[config.mk]
export PLATFORM = sky130hd
export DESIGN_NAME = uart_tx_fifo
export DESIGN_NICKNAME = d
export VERILOG_FILES = /design/src/rtl/arch_defs_pkg.sv /design/src/rtl/uart_pkg.sv /design/src/rtl/sync_fifo.sv /design/src/rtl/uart_tx_fifo.sv
export SDC_FILE = /design/constraint.sdc
export NUM_CORES = 1
export LEC_CHECK = 0
export ABC_CLOCK_PERIOD_IN_PS = 2600
export CORE_MARGIN = 2
export CORE_UTILIZATION = 40
export DETAILED_ROUTE_END_ITERATION = 8
export GPL_ROUTABILITY_DRIVEN = 0
export PLACE_DENSITY = 0.61
export SETUP_SLACK_MARGIN = 0.2
export SYNTH_ARGS = -nofsm -noshare
export SYNTH_HDL_FRONTEND = slang
export SYNTH_SLANG_ARGS = --single-unit
export TNS_END_PERCENT = 10
[constraint.sdc]
create_clock -name clk -period 2.6 [get_ports clk]
set_input_delay 0.65 -clock clk [delete_from_list [all_inputs] [get_ports clk]]
set_output_delay 0.65 -clock clk [all_outputs]
set_load 0.01 [all_outputs]
[src/rtl/arch_defs_pkg.sv]
// Architecture-wide constants shared by the datapath blocks.
package arch_defs_pkg;
  localparam int DATA_WIDTH = 8;
endpackage

[src/rtl/uart_pkg.sv]
// Shared UART type definitions.
package uart_pkg;
  typedef enum logic [1:0] {
    IDLE  = 2'd0,
    START = 2'd1,
    DATA  = 2'd2,
    STOP  = 2'd3
  } uart_tx_state_t;

  localparam int DATA_BITS = 8;
endpackage

[src/rtl/sync_fifo.sv]
// Single-clock FIFO with a combinational head output (dout shows the oldest entry).
module sync_fifo #(
  parameter int WIDTH = 8,
  parameter int DEPTH = 4
) (
  input  logic             clk,
  input  logic             reset,
  input  logic             push,
  input  logic             pop,
  input  logic [WIDTH-1:0] din,
  output logic [WIDTH-1:0] dout,
  output logic             full,
  output logic             empty
);
  localparam int PTR_W = (DEPTH > 1) ? $clog2(DEPTH) : 1;
  localparam int CNT_W = $clog2(DEPTH + 1);

  logic [WIDTH-1:0] mem [DEPTH];
  logic [PTR_W-1:0] wr_ptr;
  logic [PTR_W-1:0] rd_ptr;
  logic [CNT_W-1:0] count;
  logic             do_push;
  logic             do_pop;

  function automatic logic [PTR_W-1:0] next_ptr(input logic [PTR_W-1:0] ptr);
    return (ptr == PTR_W'(DEPTH - 1)) ? '0 : ptr + PTR_W'(1);
  endfunction

  assign do_push = push && !full;
  assign do_pop  = pop && !empty;
  assign full    = (count == CNT_W'(DEPTH));
  assign empty   = (count == '0);
  assign dout    = mem[rd_ptr];

  always_ff @(posedge clk or negedge reset) begin
    if (!reset) begin
      wr_ptr <= '0;
      rd_ptr <= '0;
      count  <= '0;
    end else begin
      if (do_push) wr_ptr <= next_ptr(wr_ptr);
      if (do_pop)  rd_ptr <= next_ptr(rd_ptr);
      case ({do_push, do_pop})
        2'b10:   count <= count + CNT_W'(1);
        2'b01:   count <= count - CNT_W'(1);
        default: count <= count;
      endcase
    end
  end

  // Storage is not reset: the pointers and count alone define validity.
  always_ff @(posedge clk) begin
    if (do_push) mem[wr_ptr] <= din;
  end
endmodule

[src/rtl/uart_tx_fifo.sv]
// 8N1 UART transmitter fed by a byte FIFO; frames are sent back to back while data is queued.
module uart_tx_fifo
  import arch_defs_pkg::*;
  import uart_pkg::*;
#(
  parameter int CLKS_PER_BIT = 16,
  parameter int FIFO_DEPTH   = 4
) (
  input  logic                  clk,
  input  logic                  reset,
  input  logic [DATA_WIDTH-1:0] tx_data,
  input  logic                  tx_write,
  output logic                  tx_full,
  output logic                  tx_busy,
  output logic                  tx_overflow,
  output logic                  frame_done,
  output logic                  uart_tx
);
  localparam int CNT_W = $clog2(CLKS_PER_BIT);

  uart_tx_state_t        state;
  uart_tx_state_t        state_next;
  logic [CNT_W-1:0]      cycle_cnt;
  logic [2:0]            bit_cnt;
  logic [DATA_WIDTH-1:0] shift_reg;
  logic [DATA_WIDTH-1:0] fifo_dout;
  logic                  fifo_full;
  logic                  fifo_empty;
  logic                  fifo_push;
  logic                  fifo_pop;
  logic                  bit_end;

  assign bit_end   = (cycle_cnt == CNT_W'(CLKS_PER_BIT - 1));
  assign fifo_push = tx_write && !fifo_full;
  assign tx_full   = fifo_full;
  assign tx_busy   = (state != IDLE) || !fifo_empty;

  sync_fifo #(
    .WIDTH(DATA_WIDTH),
    .DEPTH(FIFO_DEPTH)
  ) u_fifo (
    .clk  (clk),
    .reset(reset),
    .push (fifo_push),
    .pop  (fifo_pop),
    .din  (tx_data),
    .dout (fifo_dout),
    .full (fifo_full),
    .empty(fifo_empty)
  );

  always_ff @(posedge clk or negedge reset) begin
    if (!reset) state <= IDLE;
    else        state <= state_next;
  end

  always_comb begin
    state_next = state;
    fifo_pop   = 1'b0;
    case (state)
      IDLE: begin
        if (!fifo_empty) begin
          fifo_pop   = 1'b1;
          state_next = START;
        end
      end
      START: if (bit_end) state_next = DATA;
      DATA:  if (bit_end && bit_cnt == 3'(DATA_BITS - 1)) state_next = STOP;
      STOP: begin
        if (bit_end) begin
          if (!fifo_empty) begin
            fifo_pop   = 1'b1;
            state_next = START;
          end else begin
            state_next = IDLE;
          end
        end
      end
      default: state_next = IDLE;
    endcase
  end

  // The line is registered from the current state, so it trails the FSM by one cycle.
  always_ff @(posedge clk or negedge reset) begin
    if (!reset) begin
      cycle_cnt   <= '0;
      bit_cnt     <= '0;
      shift_reg   <= '0;
      uart_tx     <= 1'b1;
      frame_done  <= 1'b0;
      tx_overflow <= 1'b0;
    end else begin
      frame_done <= (state == STOP) && bit_end;
      if (tx_write && fifo_full) tx_overflow <= 1'b1;

      if (state == IDLE || bit_end) cycle_cnt <= '0;
      else                          cycle_cnt <= cycle_cnt + CNT_W'(1);

      if (fifo_pop)                       shift_reg <= fifo_dout;
      else if (state == DATA && bit_end)  shift_reg <= shift_reg >> 1;

      if (state == DATA && bit_end) bit_cnt <= bit_cnt + 3'd1;

      case (state)
        START:   uart_tx <= 1'b0;
        DATA:    uart_tx <= shift_reg[0];
        default: uart_tx <= 1'b1;
      endcase
    end
  end
endmodule
======== Word level (Yosys, flattened, before mapping) ========
Memories as Yosys holds them, arrays and structs flattened.
Cells that the tools add are included.
W data, S select, Z words.
word-level totals
  memory bits (read-only) ................. 0
  memories kept ........................... 1
  logic and storage cells ................. 66
  memory bits (writable) .................. 32
  output and inout port bits .............. 5
  input port bits ......................... 11
  register bits ........................... 27
  bits in latches ......................... 0
memory list
  name        words  bits a word  rd ports  clocked after Yosys merged registers in  write ports  line             RTL
  u_fifo.mem  4      8            1         0                                        1            sync_fifo.sv:18  logic [WIDTH-1:0] mem [DEPTH];
cells by class
  div/mod/pow operators ................... 0
  order comparisons ....................... 0
  reductions and logical operators ........ 17
  shifts and indexed selects .............. 0
  equality and inequality tests ........... 14
  multipliers ............................. 0
  multiplexer cells ....................... 18
  add/sub/neg operators ................... 6
  bitwise operators ....................... 0
operator list
  cell                   number
  $mux W8                2
  $mux W2                6
  $eq A2 B2 Y1 const B   5
  $ne A2 B2 Y1 const B   4
  $pmux W2 S4            1
  $logic_and A1 B1 Y1    7
  $add A3 B1 Y3 const B  2
  $eq A3 B3 Y1 const B   2
  $pmux W3 S2            1
  $reduce_bool A2 Y1     3
  $mux W1                5
  $add A2 B1 Y2 const B  2
  $add A4 B1 Y4 const B  1
  $eq A2 B1 Y1 const B   2
  $eq A4 B4 Y1 const B   1
  $mux W4                1
  $pmux W1 S2            2
  $reduce_and A4 Y1      1
  $logic_not A3 Y1       1
  $sub A3 B1 Y3 const B  1
  $logic_not A1 Y1       2
  $logic_not A2 Y1       1
  $logic_or A1 B1 Y1     2

======== Longest topological paths before layout ========
  depth after elaboration ................. 7
  mapped depth ............................ 11
  gate-level depth less buffers ........... 10

======== Modules after synthesis ========
A second synthesis with hierarchy kept.
second synthesis, totals
  cells, all modules ...................... 162
  area total of the unflattened synthesis .. 2713.9 µm²
by module, submodules not included
  module        cells each  instances  sequential area each (µm²)  area an instance (µm²)
  sync_fifo     82          1          1136.1                      1636.6
  uart_tx_fifo  80          1          501.7                       1077.3

======== Worst setup path before layout ========
Ideal clock, no wire load.
  path type ............................... flip-flop to flip-flop
  start ................................... register state[0]
  end ..................................... register u_fifo.count[2]
  library setup time ...................... 0.079 ns
  path buffers ............................ 1
  stages on the path, launching flop included .. 11
  period minus slack after synthesis ...... 2.332 ns
  path slack .............................. 0.268 ns
  arrival time ............................ 2.253 ns
  required time ........................... 2.521 ns
  cell sequence ........................... dfrtp_1 inv_1 ha_1 nor3_4 buf_6 ha_1 inv_1 fa_1 xor2_1 nor2_1 xor2_1
on the way
  word-level cells in the longest chain between the ends .. 5
  elaborated cells between the ends (all ways) .. 8
  those cells by class .................... eq/ne: 3; mux: 2; reduce/logical: 3
RTL lines
  item                                               line                RTL
  start, declared                                    uart_tx_fifo.sv:21  uart_tx_state_t state;
  start signal, assigned                             uart_tx_fifo.sv:54  else state <= state_next;
  $eq A2 B2 Y1 or $logic_not A2 Y1 (tied branches)   uart_tx_fifo.sv:60  case (state)
  $pmux W1 S2 *                                      uart_tx_fifo.sv:60
  $logic_and A1 B1 Y1 *                              sync_fifo.sv:30     assign do_pop = pop && !empty;
  via u_fifo.do_pop                                  sync_fifo.sv:23     logic do_pop;
  $eq A2 B1 Y1 or $eq A2 B2 Y1 (tied branches)       sync_fifo.sv:43     case ({do_push, do_pop})
  $pmux W3 S2 or $reduce_bool A2 Y1 (tied branches)  -
  end signal, assigned                               sync_fifo.sv:44     2'b10: count <= count + CNT_W'(1);
  end signal, assigned                               sync_fifo.sv:45     2'b01: count <= count - CNT_W'(1);
  end signal, assigned                               sync_fifo.sv:46     default: count <= count;
  end, declared                                      sync_fifo.sv:21     logic [CNT_W-1:0] count;
Mark *: on every way through the listed nets, which the timed path passes. The rest lies on a longest branch.
A chain may end at the register's enable or synchronous reset.

======== Final worst setup path ========
  start ................................... register u_fifo.count[0]
  end ..................................... output port tx_full
on the way
  word-level cells in the longest chain between the ends .. 1
RTL lines
  item           line                RTL
  $eq A3 B3 Y1   sync_fifo.sv:31     assign full = (count == CNT_W'(DEPTH));
  end, declared  uart_tx_fifo.sv:13  output logic tx_full,
Every way passes these cells.

==> metrics.md <==
| Metric | Value |
|---|---|
| Outcome | `completed` |
| Synth-to-Final Area Change | `17.8%` |
| Die W | `84.7 um` |
| Yosys reg bits | `59` |
| Total track usage | `0.137` |
| Hold Startpoint | `tx_overflow` |
| PortBufs | `15` |
| Largest register FFs | `32` |
| Residual DRC | `0` |
| Most common cell after layout, fill and taps aside | `edfxtp_1` |
| Leak | `0.00125 uW` |
| Vias in the first global route | `1,538` |
| Hold depth | `1` |
| Max frequency | `434 MHz` |
| GRT overflow | `0` |
| R2R depth | `10` |
| Main synth FF type | `edfxtp_1` |
| Arrival @ worst endpoint | `1.66 ns` |
| First-pass GRT wire length | `7370 um` |
| CP peak stage delay | `0.55 ns` |
| CTS buffer count | `9` |
| Post-DR vias/cell | `5.01` |
| Final HPWL DP | `2860 um` |
| Largest net degree at the start of global routing | `28` |
| Syn Nets | `191` |
| Post-synth EDFFs | `32` |
| Worst path slowest cell | `clkdlybuf4s50_1` |
| Worst VDD drop | `557 uV` |
| Post-layout nets | `217` |
| RSZ-0062 raised after global routing | `false` |
| Finished Cell Area | `3070 sq um` |
| Root buffer cell | `clkbuf_8` |
| PwrDens | `1130 nW/um^2` |
| Clock sinks | `59` |
| Fillers | `558` |
| Synth Cell Area | `2600 sq um` |
| Drt total wl | `4270 um` |
| Crit share post-route | `0.887` |
| Initial antenna violation count | `0` |
| Iter 0 DRT Violations | `93` |
| Worst clock skew | `0.00703 ns` |
| Syn Area/Cell | `15.8 sq um` |
| Slew margin rel. | `0.602` |
| Total Power | `3480 uW` |
| Vias | `1,369` |
| Dpl cell area | `2830 sq um` |
| R2R Path Start | `state[1]` |
| N_diodes | `0` |
| Sequential area share after synthesis | `0.629` |
| Final min period | `2.31 ns` |
| Critical path endpoint category | `output pin` |
| Die Y | `84.7 um` |
| CP required | `1.95 ns` |
| Ratio of cells with drive above 1 in the final layout | `0.235` |
| Max_cap viols | `0` |
| Initial core utilization | `0.412` |
| Cell Chain, Critical Path | `inv_1 > and3_2 > clkdlybuf4s50_1` |
| Yosys warnings | `0` |
| Finished Core Util | `0.486` |
| Post-synth ARST share | `0.458` |
| Max-slew violations | `0` |
| Core area | `6310 sq um` |
| Post-route ant nets | `0` |
| Crit path launch | `u_fifo.count[0]` |
| Most used cells in the layout excluding fill and tap cells | `32 x edfxtp_1, 26 x dfrtp_1, 14 x clkdlybuf4s50_1, 13 x ha_1, 11 x nand2_1` |
| Hold Path Class | `reg2reg` |
| Worst-path clk slew | `0.07 ns` |
| CP Max Fanout | `3` |
| Die Area | `7170 sq um` |
| Critical path startpoint category | `register` |
| Final hold viol count | `0` |
| Setup TNS | `0 ns` |
| Tightest Pin Transition | `0.597 ns` |
| Top-level I/O count | `16` |
| Hold WS | `0.476 ns` |
| Cell variety after synth | `35` |
| H-tree depth | `3` |
| Synthesized netlist cell count | `165` |
| Clk_lat worst skew | `0.34 ns` |
| Crit path kind | `reg2out` |
| Cts hold-fix bufs | `0` |
| Rows | `29` |
| Wire length per cell | `15.6 um` |
| CTS tree | `built` |
| Final setup vio count | `0` |
| Initial DRT Pass Iterations | `4` |
| CTS Buffer Depth | `2` |
power breakdown:
group / switching [uW] / internal (uW) / total, uW / leakage [uW]
clock network: 404 / 457 / 861 / 0.000101
logic: 520 / 573 / 1090 / 0.000527
registers: 231 / 1300 / 1530 / 0.000621
cell families after synthesis:
| family | share of synthesized area |
|---|---|
| AOI/OAI and AO/OA | 0.0466 |
| xor gates and xnor gates | 0.0168 |
| DFF | 0.629 |
| muxes | 0.133 |
| buffers and inverters | 0.0250 |
| adders and majority gates | 0.0750 |
| and+or+nand+nor | 0.0740 |
timing repair:
item	in CTS	in global routing
resized for setup	4	1
pin swaps	1	0
setup endpoints to repair	1	1
buffers inserted	2	0
metal layers:
| layer | global-route usage | routed length [um] |
|---|---|---|
| met2 | 0.236 | 2280 |
| met1 | 0.152 | 1760 |
| met5 | 0 | 0 |
| met3 | 0.0462 | 137 |
| met4 | 0.0664 | 99 |
layout make-up:
cell class                 count  area [sq um]  share of cell area
sequential                    59          1640               0.534
multi-input combinational     93           913               0.298
timing repair buffer          19           179              0.0584
clock buffer                   9           124              0.0404
tap                           77          96.3              0.0314
clock inverter                 7          81.3              0.0265
inverter                       9          33.8              0.0110
cell usage after synthesis, types with 3 or more instances:
library cell | n | share of area
inv_1 | 9 | 0.013
mux2i_1 | 8 | 0.031
mux4_2 | 8 | 0.069
nor2_1 | 5 | 0.0072
nand2_1 | 11 | 0.016
dfrtp_1 | 26 | 0.25
mux2_2 | 5 | 0.022
xnor2_1 | 3 | 0.010
o21ai_0 | 10 | 0.019
and2_1 | 5 | 0.012
ha_1 | 14 | 0.067
edfxtp_1 | 32 | 0.37
per-stage QoR:
stage,setup slack (ns),std cells
3_5_place_dp,0.228,255
4_1_cts,0.230,273
3_3_place_gp,0.274,255
5_1_grt,0.213,273
6_report,0.295,273
2_1_floorplan,0.268,165
final timing paths:
check                      slack (ns)               to
max                              0.29          tx_full
min                              0.48      tx_overflow
max reg2reg                      0.39  u_fifo.count[2]
min reg2reg                      0.48      tx_overflow
max in group asynchronous        1.61          uart_tx
min in group asynchronous        0.69       frame_done
critical path: cells and delay by family (launching register included):
| family | cells | cell delay, ns |
|---|---|---|
| AND/OR/NAND/NOR | 1 | 0.23 |
| buffers and inverters | 2 | 0.67 |
| flip-flops | 1 | 0.43 |
Power figures use the tool's default switching activity.
